--- src/rtl/bin_sched_pkg.sv ---
// Shared state encoding and default geometry for the binary inter-block scheduler.
package bin_sched_pkg;

  typedef enum logic [2:0] {
    IDLE,
    FETCH,
    ISSUE,
    WAIT,
    OUTPUT
  } state_t;

  localparam int DEF_SEQ_LEN    = 30;
  localparam int DEF_NUM_BLOCKS = 4;
  localparam int DEF_IN_W       = 16;
  localparam int DEF_OUT_W      = 64;
  localparam int WD_LIMIT       = 16;

endpackage

--- src/rtl/bin_sched_collect.sv ---
// Assembles per-block datapath results into one wide row result, slice idx at a time.
module bin_sched_collect
  import bin_sched_pkg::*;
#(
  parameter int NUM_BLOCKS = DEF_NUM_BLOCKS,
  parameter int OUT_W      = DEF_OUT_W
) (
  input  logic                        clk,
  input  logic                        rst_n,
  input  logic                        clear,
  input  logic                        wr_en,
  input  logic [1:0]                  idx,
  input  logic [OUT_W-1:0]            din,
  output logic [NUM_BLOCKS*OUT_W-1:0] res_data
);

  always_ff @(posedge clk or negedge rst_n) begin
    if (!rst_n) begin
      res_data <= '0;
    end else if (clear) begin
      res_data <= '0;
    end else if (wr_en) begin
      for (int i = 0; i < NUM_BLOCKS; i++) begin
        if (idx == 2'(i)) res_data[i*OUT_W +: OUT_W] <= din;
      end
    end
  end

endmodule

--- src/rtl/bin_inter_scheduler.sv ---
// Row-by-block scheduler: fetch a binary row, issue it once per weight block, collect results.
// Optional BIN_SCHED_WATCHDOG_EN adds wd_err and a 16-cycle timeout on WAIT.
module bin_inter_scheduler
  import bin_sched_pkg::*;
#(
  parameter int SEQ_LEN    = DEF_SEQ_LEN,
  parameter int NUM_BLOCKS = DEF_NUM_BLOCKS,
  parameter int IN_W       = DEF_IN_W,
  parameter int OUT_W      = DEF_OUT_W
) (
  input  logic                        clk,
  input  logic                        rst_n,
  input  logic                        start,
  input  logic                        abort,
  output logic                        in_rd_en,
  output logic [4:0]                  in_rd_addr,
  input  logic [IN_W-1:0]             in_rd_data,
  output logic [IN_W-1:0]             dp_data_in,
  output logic                        dp_data_in_valid,
  output logic [1:0]                  dp_block_sel,
  input  logic [OUT_W-1:0]            dp_data_out,
  input  logic                        dp_data_out_valid,
  output logic [NUM_BLOCKS*OUT_W-1:0] res_data,
  output logic                        res_valid,
  input  logic                        res_ready,
  output logic                        busy,
  output logic                        done
`ifdef BIN_SCHED_WATCHDOG_EN
  , output logic                      wd_err
`endif
);

  localparam logic [4:0] T_LAST = 5'(SEQ_LEN - 1);
  localparam logic [1:0] B_LAST = 2'(NUM_BLOCKS - 1);

  state_t     state;
  logic [4:0] t;
  logic [1:0] b;
`ifdef BIN_SCHED_WATCHDOG_EN
  logic [3:0] wd_cnt;
`endif

  assign busy = (state != IDLE);

  // dp_data_in doubles as the row holding register; all strobes are one-cycle pulses
  always_ff @(posedge clk or negedge rst_n) begin
    if (!rst_n) begin
      state            <= IDLE;
      t                <= '0;
      b                <= '0;
      in_rd_en         <= 1'b0;
      in_rd_addr       <= '0;
      dp_data_in       <= '0;
      dp_data_in_valid <= 1'b0;
      dp_block_sel     <= '0;
      res_valid        <= 1'b0;
      done             <= 1'b0;
`ifdef BIN_SCHED_WATCHDOG_EN
      wd_cnt           <= '0;
      wd_err           <= 1'b0;
`endif
    end else begin
      in_rd_en         <= 1'b0;
      dp_data_in_valid <= 1'b0;
      done             <= 1'b0;
`ifdef BIN_SCHED_WATCHDOG_EN
      wd_err           <= 1'b0;
`endif
      if (abort) begin
        state     <= IDLE;
        t         <= '0;
        b         <= '0;
        res_valid <= 1'b0;
      end else begin
        case (state)
          IDLE: begin
            if (start) begin
              t          <= '0;
              b          <= '0;
              in_rd_en   <= 1'b1;
              in_rd_addr <= '0;
              state      <= FETCH;
            end
          end
          FETCH: begin
            dp_data_in       <= in_rd_data;
            dp_data_in_valid <= 1'b1;
            dp_block_sel     <= b;
            state            <= ISSUE;
          end
          ISSUE: begin
`ifdef BIN_SCHED_WATCHDOG_EN
            wd_cnt <= '0;
`endif
            state  <= WAIT;
          end
          WAIT: begin
            if (dp_data_out_valid) begin
              if (b < B_LAST) begin
                b                <= b + 2'd1;
                dp_data_in_valid <= 1'b1;
                dp_block_sel     <= b + 2'd1;
                state            <= ISSUE;
              end else begin
                res_valid <= 1'b1;
                state     <= OUTPUT;
              end
            end
`ifdef BIN_SCHED_WATCHDOG_EN
            else if (wd_cnt == 4'(WD_LIMIT - 1)) begin
              wd_err <= 1'b1;
              t      <= '0;
              b      <= '0;
              state  <= IDLE;
            end else begin
              wd_cnt <= wd_cnt + 4'd1;
            end
`endif
          end
          OUTPUT: begin
            if (res_ready) begin
              res_valid <= 1'b0;
              if (t < T_LAST) begin
                t          <= t + 5'd1;
                b          <= '0;
                in_rd_en   <= 1'b1;
                in_rd_addr <= t + 5'd1;
                state      <= FETCH;
              end else begin
                done  <= 1'b1;
                state <= IDLE;
              end
            end
          end
          default: state <= IDLE;
        endcase
      end
    end
  end

  bin_sched_collect #(
    .NUM_BLOCKS(NUM_BLOCKS),
    .OUT_W     (OUT_W)
  ) u_collect (
    .clk     (clk),
    .rst_n   (rst_n),
    .clear   ((state == IDLE) && start && !abort),
    .wr_en   ((state == WAIT) && dp_data_out_valid && !abort),
    .idx     (b),
    .din     (dp_data_out),
    .res_data(res_data)
  );

endmodule

--- config.mk ---
export PLATFORM = sky130hd
export DESIGN_NAME = bin_inter_scheduler
export DESIGN_NICKNAME = d
export VERILOG_FILES = /design/src/rtl/bin_sched_pkg.sv /design/src/rtl/bin_sched_collect.sv /design/src/rtl/bin_inter_scheduler.sv
export SDC_FILE = /design/constraint.sdc
export NUM_CORES = 1
export LEC_CHECK = 0
export BUFFER_PORTS_ARGS = -buffer_cell sky130_fd_sc_hd__buf_2
export CORE_MARGIN = 2
export CORE_UTILIZATION = 53
export DETAILED_ROUTE_END_ITERATION = 8
export PLACE_DENSITY_LB_ADDON = 0.25
export SETUP_SLACK_MARGIN = 0.02
export SKIP_CTS_REPAIR_TIMING = 1
export SLEW_MARGIN = 20
export SYNTH_ARGS = -nofsm -noshare
export SYNTH_HDL_FRONTEND = slang
export SYNTH_SLANG_ARGS = --single-unit
--- constraint.sdc ---
create_clock -name clk -period 2.22 [get_ports clk]
set_input_delay 0.222 -clock clk [delete_from_list [all_inputs] [get_ports clk]]
set_output_delay 0.222 -clock clk [all_outputs]
set_load 0.05 [all_outputs]
---- After elaboration in Yosys (flattened, before gate mapping) ----
Index checks and enable logic that the tools add are counted.
W data, S select, Z words.
storage, ports and cells
  input port bits ......................... 86
  register bits ........................... 293
cells by class
  bitwise logic cells ..................... 1
  $lt $le $gt $ge ......................... 2
  multiplexer cells ....................... 44
  reductions and logical operators ........ 29
  add/sub/neg operators ................... 2
  equality and inequality tests ........... 18
operators by type and width
  kind                   count
  $mux W256              2
  $mux W64               4
  $mux W5                4
  $ne A3 B3 Y1 const B   6
  $mux W1                16
  $mux W3                5
  $pmux W3 S5            1
  $reduce_bool A2 Y1     7
  $mux W2                6
  $reduce_and A4 Y1      3
  $ne A2 B2 Y1 const B   5
  $pmux W5 S2            1
  $reduce_and A2 Y1      5
  $reduce_bool A3 Y1     3
  $eq A3 B2 Y1 const B   2
  $pmux W1 S2            3
  $pmux W2 S3            1
  $reduce_and A6 Y1      1
  $add A5 B1 Y5 const B  1
  $lt A5 B5 Y1 const B   1
  $reduce_and A5 Y1      1
  $eq A2 B2 Y1 const B   2
  $logic_and A1 B1 Y1    4
  $pmux W2 S2            1
  11 further kinds       11

---- Logic depth before layout (Yosys ltp) ----
  depth in word-level cells ............... 5
  gate-level depth with buffers ........... 8
  mapped depth without buffers ............ 5

---- Modules after synthesis ----
Synthesis repeated with hierarchy kept, for this count alone.
second synthesis, totals
  cell total of the unflattened synthesis .. 1046
  area, all modules ....................... 13062.5 um^2
by module, submodules not included
  module               area an instance (um^2)  instances  cells each
  bin_sched_collect    11304.6                  1          902
  bin_inter_scheduler  1757.9                   1          144

---- Worst setup path after synthesis ----
OpenSTA, ideal clock, no wires.
  path kind ............................... register -> register
  start point ............................. reg state[1]
  end point ............................... reg dp_data_in[0]
  library setup time ...................... 0.125 ns
  required time ........................... 2.095 ns
  path buffers ............................ 2
  cell stages (with the launch flop) ...... 5
  slack ................................... 0.635 ns
  period minus slack after synthesis ...... 1.585 ns
  arrival time ............................ 1.460 ns
  cells stage by stage .................... dfrtp_1 > buf_6 > nor4b_4 > buf_6 > mux2_2
between the ends
  longest elaborated chain between the ends .. 2
RTL lines
  element                      line                       source
  from (decl)                  bin_inter_scheduler.sv:36  state_t state;
  from (signal assigned)       bin_inter_scheduler.sv:48  state <= IDLE;
  from (signal assigned)       bin_inter_scheduler.sv:70  state <= IDLE;
  from (signal assigned)       bin_inter_scheduler.sv:82  state <= FETCH;
  $eq A3 B1 Y1                 bin_inter_scheduler.sv:75  case (state)
  $reduce_and A2 Y1 (no line)  n/a
  to (signal assigned)         bin_inter_scheduler.sv:86  dp_data_in <= in_rd_data;
  to (decl)                    bin_inter_scheduler.sv:18  output logic [IN_W-1:0] dp_data_in,
Every way passes these cells.
A chain may end at the register's enable or synchronous reset.

---- Final worst setup path ----
  start point ............................. reg state[1]
  end point ............................... out busy
between the ends
  longest elaborated chain between the ends .. 1
RTL lines
  element             line                       source
  $reduce_bool A3 Y1  bin_inter_scheduler.sv:43  assign busy = (state != IDLE);
  to (decl)           bin_inter_scheduler.sv:26  output logic busy,
Every way passes these cells.

==> flow_metrics.tcl <==
set metrics [dict create \
    async_flop_share_pct 100 \
    place_congestion 0.854 \
    syn-num-nets 1354 \
    ios 370 \
    outcome "complete, no violations" \
    slowest_delay_ns 0.50 \
    start_kind "flip-flop" \
    finalWorstSetupSlack_ns 0.235 \
    die_x_um 163 \
    initial_core_util_pct 53.5 \
    synth_top_area_share_pct 54.9 \
    wire_per_inst_um 19.0 \
    finalCriticalPeriod_ns 1.98 \
    synth_cell_types 42 \
    layout-drive-gt1-share_pct 42.6 \
    holdPathStages 2 \
    grt_pass1_wl_um 59000 \
    areaGrowthSynthToFinish_pct 26.4 \
    grt_max_degree 66 \
    worst_pin_slew_ns 0.581 \
    fp.coreArea_mm2 0.0250 \
    irDropWorstVdd_mv 0.620 \
    p_per_area_mw_per_mm2 720 \
    crit_chain "nor2_1 > nand2_1 > buf_2" \
    std_cell_rows 58 \
    fmax_ghz 0.504 \
    seq_area_frac_synth_pct 54.9 \
    cts_tree "done" \
    netlist_area_mm2 0.0134 \
    cts.htree.levels 1 \
    slew_violations 0 \
    worstSetupPathType "reg2out" \
    cp.arrival_ns 1.76 \
    avgSynthCellArea_um2 10.6 \
    synth_enable_flop_cells 0 \
    post-dp-hpwl_um 25500 \
    dpl_worst_slack_ns 0.378 \
    drtPass1Iterations 5 \
    die_area_mm2 0.0265 \
    routed_wl_um 39000 \
    rrSetupSlack_ns 0.32 \
    r2r_end "u_collect.res_data[185]" \
    p_total_mw 12.2 \
    synth-main-ff-cell "dfrtp_1" \
    min_from "abort" \
    setup_viol_count_final 0 \
    timing.rr.start "state[1]" \
    overflow 0 \
    cts_buffers 30 \
    diodes 0 \
    crit_fanout 11 \
    relSlewSlack_pct 61.3 \
    final_util_pct 67.6 \
    hold_viol_final 0 \
    clk_root_buffer_cell "clkbuf_16" \
    ys_top_cells_by_area "dfrtp_1 (55%), a21oi_2 (16%), nand2_1 (14%)" \
    drtIter0Drc 765 \
    antenna_found_initial 0 \
    port_buffers 369 \
    rsz0062_at_grt "false" \
    slowest_stage "dfrtp_1" \
    clockBufferDepth 3 \
    ys_warn_count 0 \
    drc_errors 0 \
    finalNetCount 1788 \
    die_h_um 163 \
    ys_seq_elements 293 \
    end_kind "output port" \
    first_global_vias 10700 \
    num_vias 11100 \
    hold_ws_ns 0.00663 \
    final-seq-area_mm2 0.00733 \
    multiInputGateArea_mm2 0.00495 \
    yosysMostFrequentCell "nand2_1" \
    cts_sinks 293 \
    rr_worst_depth 5 \
    fin_skew_ns 0.0119 \
    fillers 1991 \
    total_leakage_power_nw 8.09 \
    max-cap-violations 0 \
    fin_crit_sh_pct 89.4 \
    grt_usage_pct 28.0 \
    hold_path_end "b[0]" \
    insertion_delay_ns 0.55 \
    avgViaCountPerCell 5.40 \
    synth_cells 1262 \
    synth_common_cells "nand2_1 (516), dfrtp_1 (293), a21oi_2 (240)" \
    required_ns 2.00 \
    ant_nets 0 \
    hp-class "in2reg" \
    synth_top_area_cell "dfrtp_1" \
    path_clk_slew_ns 0.06 \
    finalSetupTns_ns 0 \
]
[sequential cells by signal (all words and copies together), names as in the netlist, 2 cells and up]
signal,flops
b,2
in_rd_addr,5
dp_data_in,16
u_collect.res_data,256
state,3
t,5
dp_block_sel,2
[cell type report]
type,count,share of cell area [%]
clock buffer,46,5.28
clock inverter,7,0.504
inverter,7,0.156
multi-input combinational,870,29.3
sequential,293,43.4
tap,330,2.44
timing repair buffer,494,18.9
[stage by stage]
| stage | instance area (µm²) | std cells |
|---|---|---|
| 2_1_floorplan | 13400 | 1262 |
| 3_3_place_gp | 15100 | 1912 |
| 3_5_place_dp | 15100 | 1912 |
| 4_1_cts | 16100 | 1965 |
| 5_1_grt | 16900 | 2047 |
| 6_report | 16900 | 2047 |
[report_power, final]
part | internal (mW) | total, mW | switching, mW
Clock | 2.97 | 5.03 | 2.06
Sequential | 5.49 | 5.57 | 0.0874
Combinational | 0.453 | 1.55 | 1.10
Total | 8.91 | 12.2 | 3.24
[critical path: cells and delay by family, from the launching register on]
family,cells,cell delay (ns)
AND/OR/NAND/NOR,2,0.48
flip-flops,1,0.50
buffers and inverters,1,0.23
[cell usage in the layout, fill, tap and decap left out, types with 2 or more instances in the layout]
master | Yosys | routed
clkinv_2 | 0 | 5
a22o_1 | 2 | 2
a21o_1 | 6 | 6
buf_12 | 28 | 15
a21oi_2 | 240 | 240
a21oi_1 | 22 | 22
nand2_2 | 3 | 3
nand3_2 | 3 | 4
clkbuf_16 | 0 | 31
dlygate4sd3_1 | 0 | 82
nor3_1 | 6 | 6
buf_4 | 6 | 28
nand2_1 | 516 | 516
clkbuf_1 | 19 | 9
ha_1 | 6 | 6
mux2_2 | 19 | 19
o2111ai_1 | 2 | 2
o211ai_1 | 3 | 3
clkbuf_8 | 0 | 6
nor2_1 | 8 | 8
xor2_1 | 2 | 2
nand3_1 | 3 | 2
and3_4 | 5 | 6
dfrtp_1 | 293 | 293
o31ai_1 | 2 | 2
inv_1 | 7 | 7
bufinv_16 | 0 | 2
o21ai_0 | 5 | 5
buf_2 | 9 | 368
[routing by layer]
layer / GRT usage, % / part of all wire, % / routed length, µm
met5: 0 / 0 / 0
met4: 8.29 / 3.1 / 1210
met3: 5.73 / 7.1 / 2780
met2: 45.6 / 48 / 18800
met1: 38.0 / 42 / 16200
[cell families after synthesis]
logic type	Yosys count	share of synthesized area, %
compound gates	288	18.1
simple gates	553	16.5
buf+inv	99	8.16
fa+ha+maj	6	0.562
xor+xnor	3	0.197
flops	293	54.9
mux	20	1.68
[worst max-delay path by stage]
stage,startpoint,end,slack [ns],cells past startpoint
finish,state[1],busy,0.24,3
global route,state[1],busy,0.15,3
CTS,state[1],busy,0.23,3
detailed placement,state[1],u_collect.res_data[240],0.38,5
global placement,state[1],u_collect.res_data[39],0.38,5
floorplan,state[1],dp_data_in[0],0.63,4
(Power assumes the default switching activity.)
